File: src/rtl/aes_pkg.sv
// AES helpers shared by the InvMixColumns datapath: widths, FSM encoding, GF(2^8) multiplies.
package aes_pkg;

    localparam int unsigned AES_STATE_W = 128;
    localparam int unsigned AES_COL_W   = 32;
    localparam int unsigned AES_BYTE_W  = 8;

    typedef enum logic [1:0] {
        IDLE = 2'd0,
        BUSY = 2'd1,
        DONE = 2'd2
    } mix_state_t;

    // Multiply by x (0x02) modulo x^8+x^4+x^3+x+1
    function automatic logic [7:0] xtime(input logic [7:0] b);
        return {b[6:0], 1'b0} ^ (b[7] ? 8'h1b : 8'h00);
    endfunction

    function automatic logic [7:0] gmul09(input logic [7:0] b);
        logic [7:0] x2, x4, x8;
        x2 = xtime(b);
        x4 = xtime(x2);
        x8 = xtime(x4);
        return x8 ^ b;
    endfunction

    function automatic logic [7:0] gmul0b(input logic [7:0] b);
        logic [7:0] x2, x4, x8;
        x2 = xtime(b);
        x4 = xtime(x2);
        x8 = xtime(x4);
        return x8 ^ x2 ^ b;
    endfunction

    function automatic logic [7:0] gmul0d(input logic [7:0] b);
        logic [7:0] x2, x4, x8;
        x2 = xtime(b);
        x4 = xtime(x2);
        x8 = xtime(x4);
        return x8 ^ x4 ^ b;
    endfunction

    function automatic logic [7:0] gmul0e(input logic [7:0] b);
        logic [7:0] x2, x4, x8;
        x2 = xtime(b);
        x4 = xtime(x2);
        x8 = xtime(x4);
        return x8 ^ x4 ^ x2;
    endfunction

endpackage

File: src/rtl/inv_mix_word.sv
// Combinational InvMixColumns of one 32-bit column; row r lives in bits [8r+7:8r].
module inv_mix_word
    import aes_pkg::*;
(
    input  logic [AES_COL_W-1:0] col,
    output logic [AES_COL_W-1:0] mixed_c
);

    logic [AES_BYTE_W-1:0] a0, a1, a2, a3;

    // Circulant matrix {0e,0b,0d,09} applied to the column bytes
    always_comb begin
        a0 = col[7:0];
        a1 = col[15:8];
        a2 = col[23:16];
        a3 = col[31:24];
        mixed_c[7:0]   = gmul0e(a0) ^ gmul0b(a1) ^ gmul0d(a2) ^ gmul09(a3);
        mixed_c[15:8]  = gmul09(a0) ^ gmul0e(a1) ^ gmul0b(a2) ^ gmul0d(a3);
        mixed_c[23:16] = gmul0d(a0) ^ gmul09(a1) ^ gmul0e(a2) ^ gmul0b(a3);
        mixed_c[31:24] = gmul0b(a0) ^ gmul0d(a1) ^ gmul09(a2) ^ gmul0e(a3);
    end

endmodule

File: src/rtl/inv_mixcolumns_iter.sv
// AES InvMixColumns stage with valid/ready on both sides.
// Default build: one column per clock through a shared inv_mix_word (4 cycles per state).
// INV_MIXCOL_PARALLEL_EN: four inv_mix_word instances, whole state on the accept edge.
module inv_mixcolumns_iter
    import aes_pkg::*;
#(
    parameter int unsigned NCOL  = 4,
    parameter int unsigned CNT_W = 2
) (
    input  logic                   clk,
    input  logic                   rst_n,
    input  logic                   in_valid,
    output logic                   in_ready,
    input  logic [AES_STATE_W-1:0] data_in,
    output logic                   out_valid,
    input  logic                   out_ready,
    output logic [AES_STATE_W-1:0] data_out
);

    mix_state_t             fsm;
    logic [AES_STATE_W-1:0] state_q;

    assign data_out = state_q;

`ifdef INV_MIXCOL_PARALLEL_EN

    logic [AES_STATE_W-1:0] mixed_all_c;

    // One transform per column so the full state is ready in the accept cycle
    for (genvar g = 0; g < NCOL; g++) begin : g_col
        inv_mix_word u_word (
            .col     (data_in[g*AES_COL_W +: AES_COL_W]),
            .mixed_c (mixed_all_c[g*AES_COL_W +: AES_COL_W])
        );
    end

    // Handshake FSM: accept straight into DONE, hold until taken
    always_ff @(posedge clk) begin
        if (!rst_n) begin
            fsm       <= IDLE;
            state_q   <= '0;
            in_ready  <= 1'b1;
            out_valid <= 1'b0;
        end else begin
            case (fsm)
                IDLE: begin
                    if (in_valid && in_ready) begin
                        state_q   <= mixed_all_c;
                        fsm       <= DONE;
                        in_ready  <= 1'b0;
                        out_valid <= 1'b1;
                    end
                end
                DONE: begin
                    if (out_valid && out_ready) begin
                        fsm       <= IDLE;
                        in_ready  <= 1'b1;
                        out_valid <= 1'b0;
                    end
                end
                default: begin
                    fsm       <= IDLE;
                    in_ready  <= 1'b1;
                    out_valid <= 1'b0;
                end
            endcase
        end
    end

`else

    localparam logic [CNT_W-1:0] LAST_COL = CNT_W'(NCOL - 1);

    logic [CNT_W-1:0]     cnt;
    logic [AES_COL_W-1:0] col_sel;
    logic [AES_COL_W-1:0] col_mixed_c;

    // Column currently being transformed, picked out of the state register
    assign col_sel = state_q[AES_COL_W*cnt +: AES_COL_W];

    inv_mix_word u_word (
        .col     (col_sel),
        .mixed_c (col_mixed_c)
    );

    // Handshake FSM: latch state, write back one column per BUSY edge, hold result
    always_ff @(posedge clk) begin
        if (!rst_n) begin
            fsm       <= IDLE;
            cnt       <= '0;
            state_q   <= '0;
            in_ready  <= 1'b1;
            out_valid <= 1'b0;
        end else begin
            case (fsm)
                IDLE: begin
                    if (in_valid && in_ready) begin
                        state_q  <= data_in;
                        cnt      <= '0;
                        fsm      <= BUSY;
                        in_ready <= 1'b0;
                    end
                end
                BUSY: begin
                    state_q[AES_COL_W*cnt +: AES_COL_W] <= col_mixed_c;
                    cnt <= cnt + CNT_W'(1);
                    if (cnt == LAST_COL) begin
                        fsm       <= DONE;
                        out_valid <= 1'b1;
                    end
                end
                DONE: begin
                    if (out_valid && out_ready) begin
                        fsm       <= IDLE;
                        in_ready  <= 1'b1;
                        out_valid <= 1'b0;
                    end
                end
                default: begin
                    fsm       <= IDLE;
                    cnt       <= '0;
                    in_ready  <= 1'b1;
                    out_valid <= 1'b0;
                end
            endcase
        end
    end

`endif

endmodule

File: config.mk
export PLATFORM = sky130hd
export DESIGN_NAME = inv_mixcolumns_iter
export DESIGN_NICKNAME = d
export VERILOG_FILES = /design/src/rtl/aes_pkg.sv /design/src/rtl/inv_mix_word.sv /design/src/rtl/inv_mixcolumns_iter.sv
export SDC_FILE = /design/constraint.sdc
export NUM_CORES = 1
export LEC_CHECK = 0
export ABC_AREA = 1
export CAP_MARGIN = 20
export CORE_ASPECT_RATIO = 0.8
export CORE_MARGIN = 1.5
export CORE_UTILIZATION = 56
export DETAILED_ROUTE_END_ITERATION = 6
export GPL_TIMING_DRIVEN = 1
export PLACE_DENSITY = 0.95
export RECOVER_POWER = 50
export SLEW_MARGIN = 20
export SYNTH_ARGS = -nofsm -noshare
export SYNTH_HDL_FRONTEND = slang
export SYNTH_SLANG_ARGS = --single-unit
File: constraint.sdc
create_clock -name clk -period 4.21 [get_ports clk]
set_input_delay 0.842 -clock clk [delete_from_list [all_inputs] [get_ports clk]]
set_output_delay 0.842 -clock clk [all_outputs]
set_load 0.1 [all_outputs]
# After elaboration in Yosys (flattened, before gate mapping)
# Cells that the tools add are included.
# classes
mux,27
reduce_logical,9
shifts,3
n_addsub,2
n_bitwise,51
eq_ne,6
# ops
op,n
$xor A8 B8 Y8,48
$pmux W128 S2,1
$bwmux W128,1
$mux W128,1
$shift A32 B34 Y128 const A,1
$shiftx A128 B8 Y32,1
$shiftx A32 B34 Y128,1
$mux W5,12
$neg A7 Y34,1
$pmux W2 S3,2
$reduce_and A3 Y1,3
$mux W2,4
$ne A2 B2 Y1 const B,3
$pmux W1 S3,2
$eq A2 B2 Y1 const B,2
$mux W1,4
$reduce_and A2 Y1,2
$not A1 Y1,3
$add A2 B1 Y2 const B,1
$eq A2 B1 Y1 const B,1
$logic_and A1 B1 Y1,2
$logic_not A2 Y1,1
$reduce_bool A2 Y1,1
# totals
out_inout_bits,130
input_bits,132
word_cells,103
regBits,134

# Depth between registers and ports, before layout
# depth
ltp_word,15
ltp_mapped,23
depth_no_buf,20

# Modules after synthesis
# From an unflattened synthesis, not the netlist that was laid out.
# hier_totals
cells_unflattened,2211
area_unflattened_um2,12026.5
# modules_own_cells
mod,cells_per_inst,area_each_um2,seq_area_each_um2,instances
inv_mixcolumns_iter,1553,8499.4,2682.6,1
inv_mix_word,658,3527.1,0.0,1

# Worst setup path after synthesis
# Ideal clock, no wire load.
# synth_timing
kind,register -> register
from,"register state_q[61], in the netlist data_out[61]"
to,"register state_q[116], in the netlist data_out[116]"
path_stages_with_launch,19
setup_time_ps,71
required_time_ps,4139
t_arrival_ps,2488
slack_ps,1651
period_less_slack_ps,2559
cell_sequence,dfxtp_1 -> nand2_1 -> nand2_1 -> nand2_1 -> nand2_4 -> nand2_1 -> nand2_2 -> nand2_1 -> nand2_1 -> nand2_1 -> nand2_1 -> nand2_1 -> nand2_1 -> inv_1 -> nand2_1 -> nand2_1 -> nor2_2 -> nand3_1 -> a21oi_1
# synth_between
elab_chain_cells,11
elab_cells_between_ends,18
# synth_lines
item,line_no,rtl
from (decl),inv_mixcolumns_iter.sv:21,logic [AES_STATE_W-1:0] state_q;
from (signal assigned),inv_mixcolumns_iter.sv:98,state_q <= data_in;
"from (signal, indexed assignment)",inv_mixcolumns_iter.sv:105,state_q[AES_COL_W*cnt +: AES_COL_W] <= col_mixed_c;
$shiftx A128 B8 Y32 *,inv_mixcolumns_iter.sv:79,assign col_sel = state_q[AES_COL_W*cnt +: AES_COL_W];
$xor A8 B8 Y8 (2 in a row),aes_pkg.sv:16,"return {b[6:0], 1'b0} ^ (b[7] ? 8'h1b : 8'h00);"
$mux W5,aes_pkg.sv:16,
$xor A8 B8 Y8,aes_pkg.sv:16,
"$xor A8 B8 Y8, on equally long branches","aes_pkg.sv:40, aes_pkg.sv:48, aes_pkg.sv:32",
"$xor A8 B8 Y8, on equally long branches","aes_pkg.sv:40, aes_pkg.sv:32, aes_pkg.sv:48",
"$xor A8 B8 Y8, on equally long branches","inv_mix_word.sv:18, inv_mix_word.sv:19, inv_mix_word.sv:20",
$shiftx A32 B34 Y128 *,inv_mixcolumns_iter.sv:105,
$bwmux W128 *,inv_mixcolumns_iter.sv:105,
$pmux W128 S2 *,inv_mixcolumns_iter.sv:95,case (fsm)
# Mark *: on every way between the ends. The rest lies on a longest branch, timed or not.
# A chain may end at the register's enable or synchronous reset.

# Final worst setup path
# layout_timing
from,register cnt[0]
to,"register state_q[60], in the netlist data_out[60]"
# layout_between
elab_chain_cells,13
elab_cells_between_ends,66
# layout_lines
item,line_no,rtl
from (decl),inv_mixcolumns_iter.sv:74,logic [CNT_W-1:0] cnt;
from (signal assigned),inv_mixcolumns_iter.sv:106,cnt <= cnt + CNT_W'(1);
$shiftx A128 B8 Y32,inv_mixcolumns_iter.sv:79,
$xor A8 B8 Y8 or $mux W5 (tied branches) (2 in a row),aes_pkg.sv:16,
$mux W5 or $xor A8 B8 Y8 (tied branches),aes_pkg.sv:16,
$xor A8 B8 Y8,aes_pkg.sv:16,
"$xor A8 B8 Y8, on equally long branches","aes_pkg.sv:40, aes_pkg.sv:48, aes_pkg.sv:32",
"$xor A8 B8 Y8, on equally long branches","aes_pkg.sv:48, aes_pkg.sv:32, aes_pkg.sv:40",
"$xor A8 B8 Y8, on equally long branches (3 in a row)",--,
$shiftx A32 B34 Y128,inv_mixcolumns_iter.sv:105,
$bwmux W128 *,inv_mixcolumns_iter.sv:105,
$pmux W128 S2 *,inv_mixcolumns_iter.sv:95,
# Marked as above.

==> flow_metrics.tcl <==
set metrics [dict create \
    status "finished, violations left" \
    failed_checks "capacitance limit, slew limit" \
    cts_hold_buf 0 \
    worstPathMaxFanout 32 \
    cts_setup_buffers 0 \
    dp_hpwl_um 38000 \
    drive_gt1_frac 0.0697 \
    hold_depth 2 \
    wl_per_cell_um 21.6 \
    grt_pass1_wl_um 76900 \
    final-max-slew-violation-count 64 \
    final_hold_viol_count 0 \
    maxCapViolCount 1 \
    synth-edff-count 0 \
    num_rows 46 \
    synth_area_per_cell_um2 5.91 \
    critPathLaunchType "flip-flop" \
    post-route-min-period_ns 3.44 \
    swShare 0.595 \
    yosysTopAreaCell "nand2_1" \
    fill_cells 1660 \
    synth_top_flop_cell "dfxtp_1" \
    antenna_found_initial 0 \
    rsz0062_at_grt "no" \
    drc 0 \
    routed_wl_um 51900 \
    p_switching_mw 6.24 \
    crit_path_end_kind "flip-flop" \
    p_leak_nw 6.87 \
    overflow 0 \
    clock.fmax_ghz 0.291 \
    core-area_um2 19900 \
    ys_ff_latch 134 \
    synth_most_common_cell "nand2_1" \
    cts_buffers 17 \
    max_stage_delay_ns 0.50 \
    grt_max_degree 85 \
    powerDensity_nw_per_um2 715 \
    cp_slowest_cell "dfxtp_4" \
    die_w_um 163 \
    cts_sinks 134 \
    ys_seq_area_frac 0.235 \
    track_usage 0.480 \
    cp.required_ns 4.58 \
    clkPwrFrac 0.163 \
    fin_tns_setup_ns 0 \
    critPathKind "flip-flop to flip-flop" \
    io_pins 262 \
    globalplace.congestion 1.07 \
    clockBufferDepth 2 \
    clk_latency_ns 0.45 \
    tightest_slew_ns 2.40 \
    max-vdd-ir-drop_v 0.000388 \
    p_int_mw 4.25 \
    finalPower_mw 10.5 \
    hold_path_class "flip-flop to flip-flop" \
    viasPerCell 6.31 \
    dieHeight_um 131 \
    final_util 0.737 \
    crit_top_cell "nand2_1" \
    synth.area.top_cells "nand2_1 24%, dfxtp_1 24%, a21oi_1 11%" \
    fin_nets 2261 \
    syn_area_um2 11400 \
    grt_pass1_vias 13500 \
    syn2layout_area_growth_pct 28.8 \
    path_clk_slew_ns 0.07 \
    firstDrtPassIters 6 \
    syn_nets 2064 \
    p_comb_frac 0.681 \
    final_antenna_net_count 0 \
    clock-root-buffer "clkbuf_16" \
    ctsHtreeMaxLevel 4 \
    period_share 0.817 \
    crit_chain "buf_4, nand2_1, nand2_1, nand2_1, nand2_1, nand2_1, nand2_4, nand2_1, nand3_1, nand2_1, xor2_1, nand3_1, nand2_1, nand4_1, a21oi_1" \
    initial_core_util 0.572 \
    synth_cell_types 35 \
    fin_cells 2401 \
    num_vias 15200 \
    yosys.area.top_type_share 0.240 \
    cts_tree "built" \
    pre_cts_ws_ns 0.931 \
    fin_ws_ns 0.770 \
    antennaDiodeCount 0 \
    yosysWarningCount 0 \
    cts_resized 0 \
    async_reset_ff_frac 0 \
    syn_inst 1928 \
    dpl.cell_count 2370 \
    netlist_top_cells_count "730 x nand2_1, 261 x a21oi_1, 212 x nand3_1, 134 x dfxtp_1, 130 x o21ai_0" \
    dieArea_um2 21200 \
    finalSetupViolations 0 \
    skew_ns 0.0154 \
    seqPwrFrac 0.156 \
    portBuffers 261 \
    drtIter0Drc 2536 \
    r2r_cells 15 \
    relSlewSlack -0.599 \
    crit_arrival_ns 3.81 \
]
==> worst max-delay path: cells and delay by family, from the launching register on <==
family                    cells  cell delay, ns
DFF                           1            0.50
buffers and inverters         1            0.37
AOI/OAI and AO/OA             1            0.16
and+or+nand+nor              12            1.91
xor gates and xnor gates      1            0.40
==> power by group through the flow <==
stage               clock [mW]  combinational [mW]  sequential, mW
detailed placement           0                6.86            1.65
global placement             0                6.78            1.65
global route              1.74                7.52            1.63
floorplan                    0                3.59            2.68
finish                    1.71                7.15            1.63
CTS                       1.68                6.90            1.62
==> cells in the final DEF (no fill, tap or decap), drive strengths merged <==
cell type	n
clkdlybuf4s50	134
nor3	2
xnor2	43
ha	4
a22oi	1
nand2	785
a21oi	261
nand3b	8
dfxtp	134
clkinv	3
nand4	49
o211ai	1
o211a	1
xor2	68
bufinv	4
dlygate4sd3	126
nor2	22
nand3	216
inv	96
nand2b	1
or2	6
buf	24
clkbuf	18
o21ai	130
==> cells by family (layout without fill, tap and decap cells) <==
kind of cell               Yosys count  in the layout  synth area share
and+or+nand+nor                   1089           1089             0.416
AOI/OAI and AO/OA                  394            394             0.174
buffers and inverters              196            405            0.0774
DFF                                134            134             0.235
xor gates and xnor gates           111            111            0.0932
adders and majority gates            4              4           0.00439
==> final timing paths <==
kind,from,slack (ns),end
max reg2reg,cnt[0],0.77,data_out[60]
min,in_ready,0.55,in_ready
min reg2reg,in_ready,0.55,in_ready
max,cnt[0],0.77,data_out[60]
==> metrics by stage <==
step                      area [um^2]  hold slack (ns)
after global routing            14700            0.559
after floorplan                 11400            0.500
after detailed placement        14000            0.526
after CTS                       14700            0.553
after global placement          14000            0.485
final                           14700            0.555
==> layout make-up <==
cell class / instances / area, um^2 / area share
Multi-Input combinational cell: 1598 / 7860 / 0.535
Clock buffer: 17 / 425 / 0.0290
Tap cell: 264 / 330 / 0.0225
Sequential cell: 134 / 2690 / 0.183
Clock inverter: 14 / 213 / 0.0145
Inverter: 89 / 340 / 0.0232
Timing Repair Buffer: 285 / 2820 / 0.192
==> flip-flops by register name, summed over array words and instances, names as in the netlist <==
| register | cells |
|---|---|
| fsm | 2 |
| out_valid | 1 |
| in_ready | 1 |
| data_out | 128 |
| cnt | 2 |
==> per-layer routing <==
metal | vias up | share of wire | GRT usage
met2 | 1301 | 0.43 | 0.753
met1 | 6784 | 0.36 | 0.592
li1 | 6761 | - | -
met4 | 0 | 0.078 | 0.322
met5 | - | 0 | 0
met3 | 314 | 0.14 | 0.114
Power figures use the tool's default switching activity.
